## config.mk

```make
export PLATFORM = sky130hd
export DESIGN_NAME = cs_word_pipe
export DESIGN_NICKNAME = d
export VERILOG_FILES = /design/src/rtl/cs_word_pipe.sv
export SDC_FILE = /design/constraint.sdc
export NUM_CORES = 1
export LEC_CHECK = 0
export ABC_CLOCK_PERIOD_IN_PS = 5300
export CORE_UTILIZATION = 50
export DETAILED_ROUTE_END_ITERATION = 7
export GPL_ROUTABILITY_DRIVEN = 0
export PLACE_DENSITY_LB_ADDON = 0.25
export SYNTH_ARGS = -nofsm -noshare
export SYNTH_HDL_FRONTEND = slang
export SYNTH_SLANG_ARGS = --single-unit
export TNS_END_PERCENT = 50
```

## constraint.sdc

```tcl
create_clock -name clk -period 5.3 [get_ports clk]
set_input_delay 1.325 -clock clk [delete_from_list [all_inputs] [get_ports clk]]
set_output_delay 1.325 -clock clk [all_outputs]
set_load 0.02 [all_outputs]
```

## src/rtl/cs_word_pipe.sv

```systemverilog
// Control-word delay pipeline with stall/flush and bus-strobe sanitising.
// Optional stall counter output enabled by defining CS_STALL_CNT_EN.
module cs_word_pipe #(
    parameter int                     CS_WIDTH   = 59,
    parameter int                     DEPTH      = 2,
    parameter int                     NREAD_BIT  = 30,
    parameter int                     NWRITE_BIT = 2,
    parameter logic [CS_WIDTH-1:0]    NOP_WORD   = 59'h40000004
) (
    input  logic                clk,
    input  logic                rst,
    input  logic [CS_WIDTH-1:0] cs_in,
    input  logic                cs_in_valid,
    input  logic                stall,
    input  logic                flush,
    output logic                cs_in_ready,
    output logic [CS_WIDTH-1:0] cs_out,
    output logic                cs_out_valid,
`ifdef CS_STALL_CNT_EN
    output logic [15:0]         stall_cnt,
`endif
    output logic                bus_conflict
);

    // Both active-low strobes asserted at once would drive the data bus both ways.
    function automatic logic f_strobe_conflict(input logic [CS_WIDTH-1:0] w);
        return (w[NREAD_BIT] == 1'b0) && (w[NWRITE_BIT] == 1'b0);
    endfunction

    function automatic logic [CS_WIDTH-1:0] f_sanitise(input logic [CS_WIDTH-1:0] w);
        logic [CS_WIDTH-1:0] v;
        v = w;
        if (f_strobe_conflict(w)) begin
            v[NREAD_BIT]  = 1'b1;
            v[NWRITE_BIT] = 1'b1;
        end else begin
            v = w;
        end
        return v;
    endfunction

    logic [CS_WIDTH-1:0] r_word [DEPTH];
    logic [DEPTH-1:0]    r_valid;
    logic                r_bus_conflict;
    logic                w_accept;
    logic                w_conflict;

    // Acceptance and conflict detection for the word presented this cycle.
    always_comb begin
        w_accept   = cs_in_valid && !stall && !flush;
        w_conflict = w_accept && f_strobe_conflict(cs_in);
    end

    // Stage storage: flush beats stall beats advance.
    always_ff @(posedge clk or posedge rst) begin
        if (rst) begin
            for (int i = 0; i < DEPTH; i++) begin
                r_word[i] <= NOP_WORD;
            end
            r_valid <= '0;
        end else if (flush) begin
            for (int i = 0; i < DEPTH; i++) begin
                r_word[i] <= NOP_WORD;
            end
            r_valid <= '0;
        end else if (!stall) begin
            for (int i = 1; i < DEPTH; i++) begin
                r_word[i]  <= r_word[i-1];
                r_valid[i] <= r_valid[i-1];
            end
            if (cs_in_valid) begin
                r_word[0]  <= f_sanitise(cs_in);
                r_valid[0] <= 1'b1;
            end else begin
                r_word[0]  <= NOP_WORD;
                r_valid[0] <= 1'b0;
            end
        end
    end

    // Sticky conflict flag; only reset clears it.
    always_ff @(posedge clk or posedge rst) begin
        if (rst) begin
            r_bus_conflict <= 1'b0;
        end else if (w_conflict) begin
            r_bus_conflict <= 1'b1;
        end
    end

`ifdef CS_STALL_CNT_EN
    logic [15:0] r_stall_cnt;

    // Saturating count of edges spent stalled (flush edges excluded).
    always_ff @(posedge clk or posedge rst) begin
        if (rst) begin
            r_stall_cnt <= 16'h0000;
        end else if (stall && !flush && (r_stall_cnt != 16'hFFFF)) begin
            r_stall_cnt <= r_stall_cnt + 16'h0001;
        end
    end

    assign stall_cnt = r_stall_cnt;
`endif

    // Output mux: an invalid last stage always presents the idle word.
    always_comb begin
        cs_in_ready  = !stall;
        cs_out_valid = r_valid[DEPTH-1];
        if (r_valid[DEPTH-1]) begin
            cs_out = r_word[DEPTH-1];
        end else begin
            cs_out = NOP_WORD;
        end
    end

    assign bus_conflict = r_bus_conflict;

endmodule
```

# Yosys cells after proc, flatten, opt, wreduce, memory -nomap -nowiden
# Index checks and enable logic that the tools add are counted.
totals:
  wordCells: 22
  mem_bits_rw: 0
  rom_bits: 0
  in_bits: 64
  reg_bits: 121
  latchBits: 0
  memories: 0
classes:
  n_mul: 0
  mux: 9
  shift: 0
  n_div: 0
  add_sub_neg: 0
  n_lt_le_gt_ge: 0
  n_eq_ne: 1
  bitwise: 2
  n_reduce_logical: 6
ops:
  columns: ["operator", "n"]
  rows:
  - ["$mux 118", 2]
  - ["$mux 59", 2]
  - ["$logic_and 1x1->1", 4]
  - ["$mux 2", 2]
  - ["$mux 1", 3]
  - ["$logic_not 1->1", 2]
  - ["$ne 2x1->1 const B", 1]
  - ["$not 1->1", 2]

# Logic depth before layout (Yosys ltp)
depth:
  ltp_word: 6
  mapped_depth: 5
  ltp_nobuf: 2

# Worst setup path after synthesis
# No wires, ideal clock.
synth_timing:
  kind: "in2out"
  from: "input port stall"
  to: "output port cs_in_ready"
  n_path_buf: 2
  arrival_time_ps: 1772
  path_slack_ps: 2203
  cell_stages: 3
  cell_sequence: "buf_6 -> buf_4 -> inv_1"
synth_between:
  elab_chain_cells: 1
synth_lines:
  columns: ["element", "line_no", "source"]
  rows:
  - ["start: declaration", "14", "input logic stall,"]
  - ["$logic_not 1->1", "107", "cs_in_ready = !stall;"]
  - ["end: declaration", "16", "output logic cs_in_ready,"]
# Every way passes these cells.

# Final worst setup path
layout_timing:
  from: "register r_valid[1]"
  to: "output port cs_out[7]"
layout_between:
  elab_chain_cells: 1
layout_lines:
  columns: ["element", "line_no", "source"]
  rows:
  - ["start: declaration", "43", "logic [DEPTH-1:0] r_valid;"]
  - ["start signal: indexed assignment", "69", "r_valid[i] <= r_valid[i-1];"]
  - ["$mux 59", "109", "if (r_valid[DEPTH-1]) begin"]
  - ["end: declaration", "17", "output logic [CS_WIDTH-1:0] cs_out,"]
# Every way passes these cells.

==> impl_metrics.prom <==
# TYPE chip_impl_metric gauge
chip_impl_metric{name="worstRegToRegCells",unit=""} 2
chip_impl_metric{name="synthSimpleGateAreaFrac",unit=""} 0.231
chip_impl_metric{name="finalWirelength",unit="µm"} 11400
chip_impl_metric{name="grt_max_degree",unit=""} 122
chip_impl_metric{name="pwr-share-seq",unit=""} 0.457
chip_impl_metric{name="worstPathMaxFanout",unit=""} 61
chip_impl_metric{name="vias_in_the_first_global_route",unit=""} 3806
chip_impl_metric{name="route.detailed.vias_per_inst",unit=""} 5.20
chip_impl_metric{name="relative_slew_slack",unit=""} 0.193
chip_impl_metric{name="netSwitchingFraction",unit=""} 0.225
chip_impl_info{name="root_buffer_cell",value="sky130_fd_sc_hd__clkbuf_8"} 1
chip_impl_metric{name="synth_warnings",unit=""} 0
chip_impl_metric{name="cts_hold_buffers",unit=""} 0
chip_impl_metric{name="worstHoldPathCells",unit=""} 1
chip_impl_info{name="timing.hold.worst.class",value="reg2reg"} 1
chip_impl_metric{name="hpwl",unit="µm"} 6770
chip_impl_metric{name="timing.setup.tns",unit="ns"} 0
chip_impl_metric{name="io-pin-count",unit=""} 126
chip_impl_metric{name="combinational_fraction_of_design_power",unit=""} 0.084
chip_impl_metric{name="cts-buffers-inserted",unit=""} 17
chip_impl_metric{name="ys_types",unit=""} 21
chip_impl_metric{name="drt_antenna_net_count",unit=""} 0
chip_impl_info{name="largest_family_of_logic_cells_by_synthesized_area",value="simple AND/OR/NAND/NOR gates"} 1
chip_impl_metric{name="finalSetupViolCount",unit=""} 0
chip_impl_metric{name="post_cts_resized",unit=""} 0
chip_impl_metric{name="stdcell_count",unit=""} 785
chip_impl_info{name="yosys.area.top_type",value="sky130_fd_sc_hd__dfrtp_1"} 1
chip_impl_metric{name="synth-xor-area-share",unit=""} 0
chip_impl_metric{name="insertion_delay",unit="ns"} 0.51
chip_impl_metric{name="powerDensity",unit="mW/mm²"} 295
chip_impl_info{name="cts_tree",value="done"} 1
chip_impl_info{name="unrepaired_setup_endpoints_after_global_routing",value="false"} 1
chip_impl_metric{name="count_of_vias_placed_by_the_detailed_router",unit=""} 4081
chip_impl_metric{name="synthDominantCellAreaShare",unit=""} 0.527
chip_impl_metric{name="n_antenna_cell",unit=""} 0
chip_impl_metric{name="ff_to_ff_setup_slack",unit="ns"} 3.97
chip_impl_info{name="yosys-top-cells-area",value="sky130_fd_sc_hd__dfrtp_1 (53%), sky130_fd_sc_hd__mux2i_1 (11%), sky130_fd_sc_hd__nand3b_1 (7.7%)"} 1
chip_impl_metric{name="worst_ep_arrival_time",unit="ns"} 2.36
chip_impl_metric{name="placementRows",unit=""} 38
chip_impl_metric{name="syn_area",unit="mm²"} 0.00556
chip_impl_metric{name="synth-compound-area-share",unit=""} 0.0585
chip_impl_metric{name="grt_util_all_layers",unit=""} 0.210
chip_impl_metric{name="clk_pin_slew_worst_paths",unit="ns"} 0.05
chip_impl_info{name="startpoint",value="r_valid[1]"} 1
chip_impl_metric{name="final_max_slew_viol_count",unit=""} 0
chip_impl_info{name="worstReg2RegEnd",value="r_valid[1]"} 1
chip_impl_metric{name="placement.io_buffers",unit=""} 125
chip_impl_metric{name="max-cap-violations",unit=""} 0
chip_impl_metric{name="core-area",unit="mm²"} 0.0108
chip_impl_metric{name="drt_iter0_drc",unit=""} 169
chip_impl_metric{name="max_freq",unit="GHz"} 0.271
chip_impl_metric{name="drc",unit=""} 0
chip_impl_metric{name="layout-drive-gt1-share",unit=""} 0.0589
chip_impl_metric{name="leakagePower",unit="nW"} 3.22
chip_impl_metric{name="timing.final.hold_violations",unit=""} 0
chip_impl_metric{name="cell_internal_pwr",unit="mW"} 1.65
chip_impl_metric{name="dp_slack",unit="ns"} 1.71
chip_impl_metric{name="crit_required",unit="ns"} 3.97
chip_impl_metric{name="grt-ovfl-total",unit=""} 0
chip_impl_metric{name="syn_inst_count",unit=""} 529
chip_impl_metric{name="syn_to_final_growth",unit="%"} 29.7
chip_impl_info{name="crit_type",value="reg2out"} 1
chip_impl_metric{name="final_core_util",unit=""} 0.665
chip_impl_metric{name="start_util",unit=""} 0.513
chip_impl_info{name="worst_setup_path_start_kind",value="flop"} 1
chip_impl_metric{name="syn_area_per_cell",unit="µm²"} 10.5
chip_impl_metric{name="tightest_slew",unit="ns"} 1.21
chip_impl_info{name="crit_path_end_kind",value="output port"} 1
chip_impl_metric{name="post-cts-setup-buffers",unit=""} 0
chip_impl_metric{name="worst_path_setup_slack_after_routing",unit="ns"} 1.61
chip_impl_metric{name="cts-root-to-sink-buffers",unit=""} 2
chip_impl_metric{name="post_synth_fa_ha_maj_area_fraction",unit=""} 0
chip_impl_metric{name="design.final.nets",unit=""} 696
chip_impl_metric{name="die-height",unit="µm"} 107
chip_impl_metric{name="ys_ff_latch",unit=""} 121
chip_impl_metric{name="wire_per_inst",unit="µm"} 14.5
chip_impl_metric{name="timing.final.crit_period",unit="ns"} 3.69
chip_impl_metric{name="ctsHtreeMaxLevel",unit=""} 4
chip_impl_metric{name="antenna_found_initial",unit=""} 0
chip_impl_metric{name="net-switching-power",unit="mW"} 0.477
chip_impl_metric{name="dieArea",unit="mm²"} 0.0115
chip_impl_metric{name="mappedNetlistNets",unit=""} 593
chip_impl_metric{name="worst_clock_skew",unit="ns"} 0.00926
chip_impl_info{name="outcome",value="finished clean"} 1
chip_impl_info{name="worstSetupEndpoint",value="cs_out[7]"} 1
chip_impl_metric{name="numPlacedInstances",unit=""} 753
chip_impl_metric{name="wire_length_of_the_first_global_routing_pass",unit="µm"} 18900
chip_impl_metric{name="vdd_ir_drop_max",unit="V"} 0.000172
chip_impl_metric{name="period_share",unit=""} 0.695
chip_impl_info{name="r2r_path_start",value="r_valid[1]"} 1
chip_impl_metric{name="tritoncts_num_sinks",unit=""} 121
chip_impl_metric{name="clock_power_share",unit=""} 0.459
chip_impl_metric{name="finalInstanceArea",unit="mm²"} 0.00721
chip_impl_metric{name="place_area",unit="mm²"} 0.00670
chip_impl_metric{name="synthMuxAreaShare",unit=""} 0.106
chip_impl_metric{name="ys_seq_area_frac",unit=""} 0.546
chip_impl_metric{name="drtPass1Iterations",unit=""} 6
chip_impl_metric{name="die_w",unit="µm"} 107
## cells by family after synthesis
group           Yosys count
simple gates            239
flops                   121
compound gates           62
mux                      59
buf+inv                  48
## cell type report
cell class | instances | area [µm²]
well taps | 140 | 175
inverters | 2 | 10.0
clock inverters | 4 | 20.0
repair buffers | 130 | 1280
fillers | 871 | 3630
clock buffers | 28 | 485
flip-flops and latches | 121 | 3030
multi-input cells | 360 | 2200
## layer usage
metal | up-vias | share of wire | routed length, µm | track usage
met5 | - | 0 | 0 | 0
met2 | 107 | 0.48 | 5510 | 0.324
met1 | 1994 | 0.45 | 5130 | 0.286
met3 | 16 | 0.051 | 577 | 0.0575
met4 | 0 | 0.016 | 182 | 0.0753
li1 | 1964 | - | - | -
## worst min-delay path by stage
| stage | slack [ns] | end | startpoint |
|---|---|---|---|
| 2_1_floorplan | 0.48 | r_word[38] | r_word[38] |
| 3_3_place_gp | 0.45 | bus_conflict | bus_conflict |
| 3_5_place_dp | 0.45 | bus_conflict | bus_conflict |
| 4_1_cts | 0.47 | bus_conflict | bus_conflict |
| 5_1_grt | 0.49 | bus_conflict | bus_conflict |
| 6_report | 0.46 | bus_conflict | bus_conflict |
## synth_stat cells, drive strengths merged
master  count
dfstp       4
inv         2
buf        21
o21bai      2
clkbuf     25
nor2       59
nand3b     57
a211o       2
a21oi      57
and2       57
nand2b      2
dfrtp     117
nor4bb      2
a21o        1
nand2      57
nor4b       1
nor2b       4
mux2i      59
## power by group through the flow
stage / clock [mW] / combinational (mW) / sequential (mW)
after floorplan: 0 / 0.119 / 0.981
after global placement: 0 / 0.177 / 0.984
after detailed placement: 0 / 0.180 / 0.986
after CTS: 0.991 / 0.181 / 0.971
after global routing: 1.04 / 0.197 / 0.974
final: 0.975 / 0.178 / 0.971
## per-stage QoR
step | power [mW] | hold slack (ns)
2_1_floorplan | 1.10 | 0.481
3_3_place_gp | 1.16 | 0.447
3_5_place_dp | 1.17 | 0.451
4_1_cts | 2.14 | 0.466
5_1_grt | 2.21 | 0.493
6_report | 2.12 | 0.460
## placed cells by master (no fill, tap or decap)
master,n
sky130_fd_sc_hd__clkdlybuf4s50_1,122
sky130_fd_sc_hd__dfrtp_1,116
sky130_fd_sc_hd__mux2i_1,59
sky130_fd_sc_hd__nor2_1,59
sky130_fd_sc_hd__nand2_1,57
sky130_fd_sc_hd__nand3b_1,57
sky130_fd_sc_hd__a21oi_1,57
sky130_fd_sc_hd__and2_1,57
sky130_fd_sc_hd__clkbuf_16,16
sky130_fd_sc_hd__clkbuf_1,8
sky130_fd_sc_hd__buf_4,6
sky130_fd_sc_hd__nor2b_1,4
sky130_fd_sc_hd__clkbuf_8,4
sky130_fd_sc_hd__clkinv_2,4
sky130_fd_sc_hd__dfstp_2,4
sky130_fd_sc_hd__nor4bb_1,2
sky130_fd_sc_hd__o21bai_1,2
sky130_fd_sc_hd__nand2b_1,2
sky130_fd_sc_hd__a211o_1,2
sky130_fd_sc_hd__inv_1,1
sky130_fd_sc_hd__inv_4,1
sky130_fd_sc_hd__nor4b_1,1
sky130_fd_sc_hd__a21o_1,1
sky130_fd_sc_hd__buf_2,1
sky130_fd_sc_hd__buf_6,1
sky130_fd_sc_hd__dfrtp_2,1
## critical path, cell delays in order, from the launching register on
cell and delay [ns]:
sky130_fd_sc_hd__dfrtp_2 0.97, sky130_fd_sc_hd__and2_1 0.26, sky130_fd_sc_hd__clkdlybuf4s50_1 0.61
## sequential cells by signal, summed over array words and instances, names as in the netlist
register,cells
bus_conflict,1
r_word,118
r_valid,2
No activity file was read; power rests on OpenSTA's default activity.
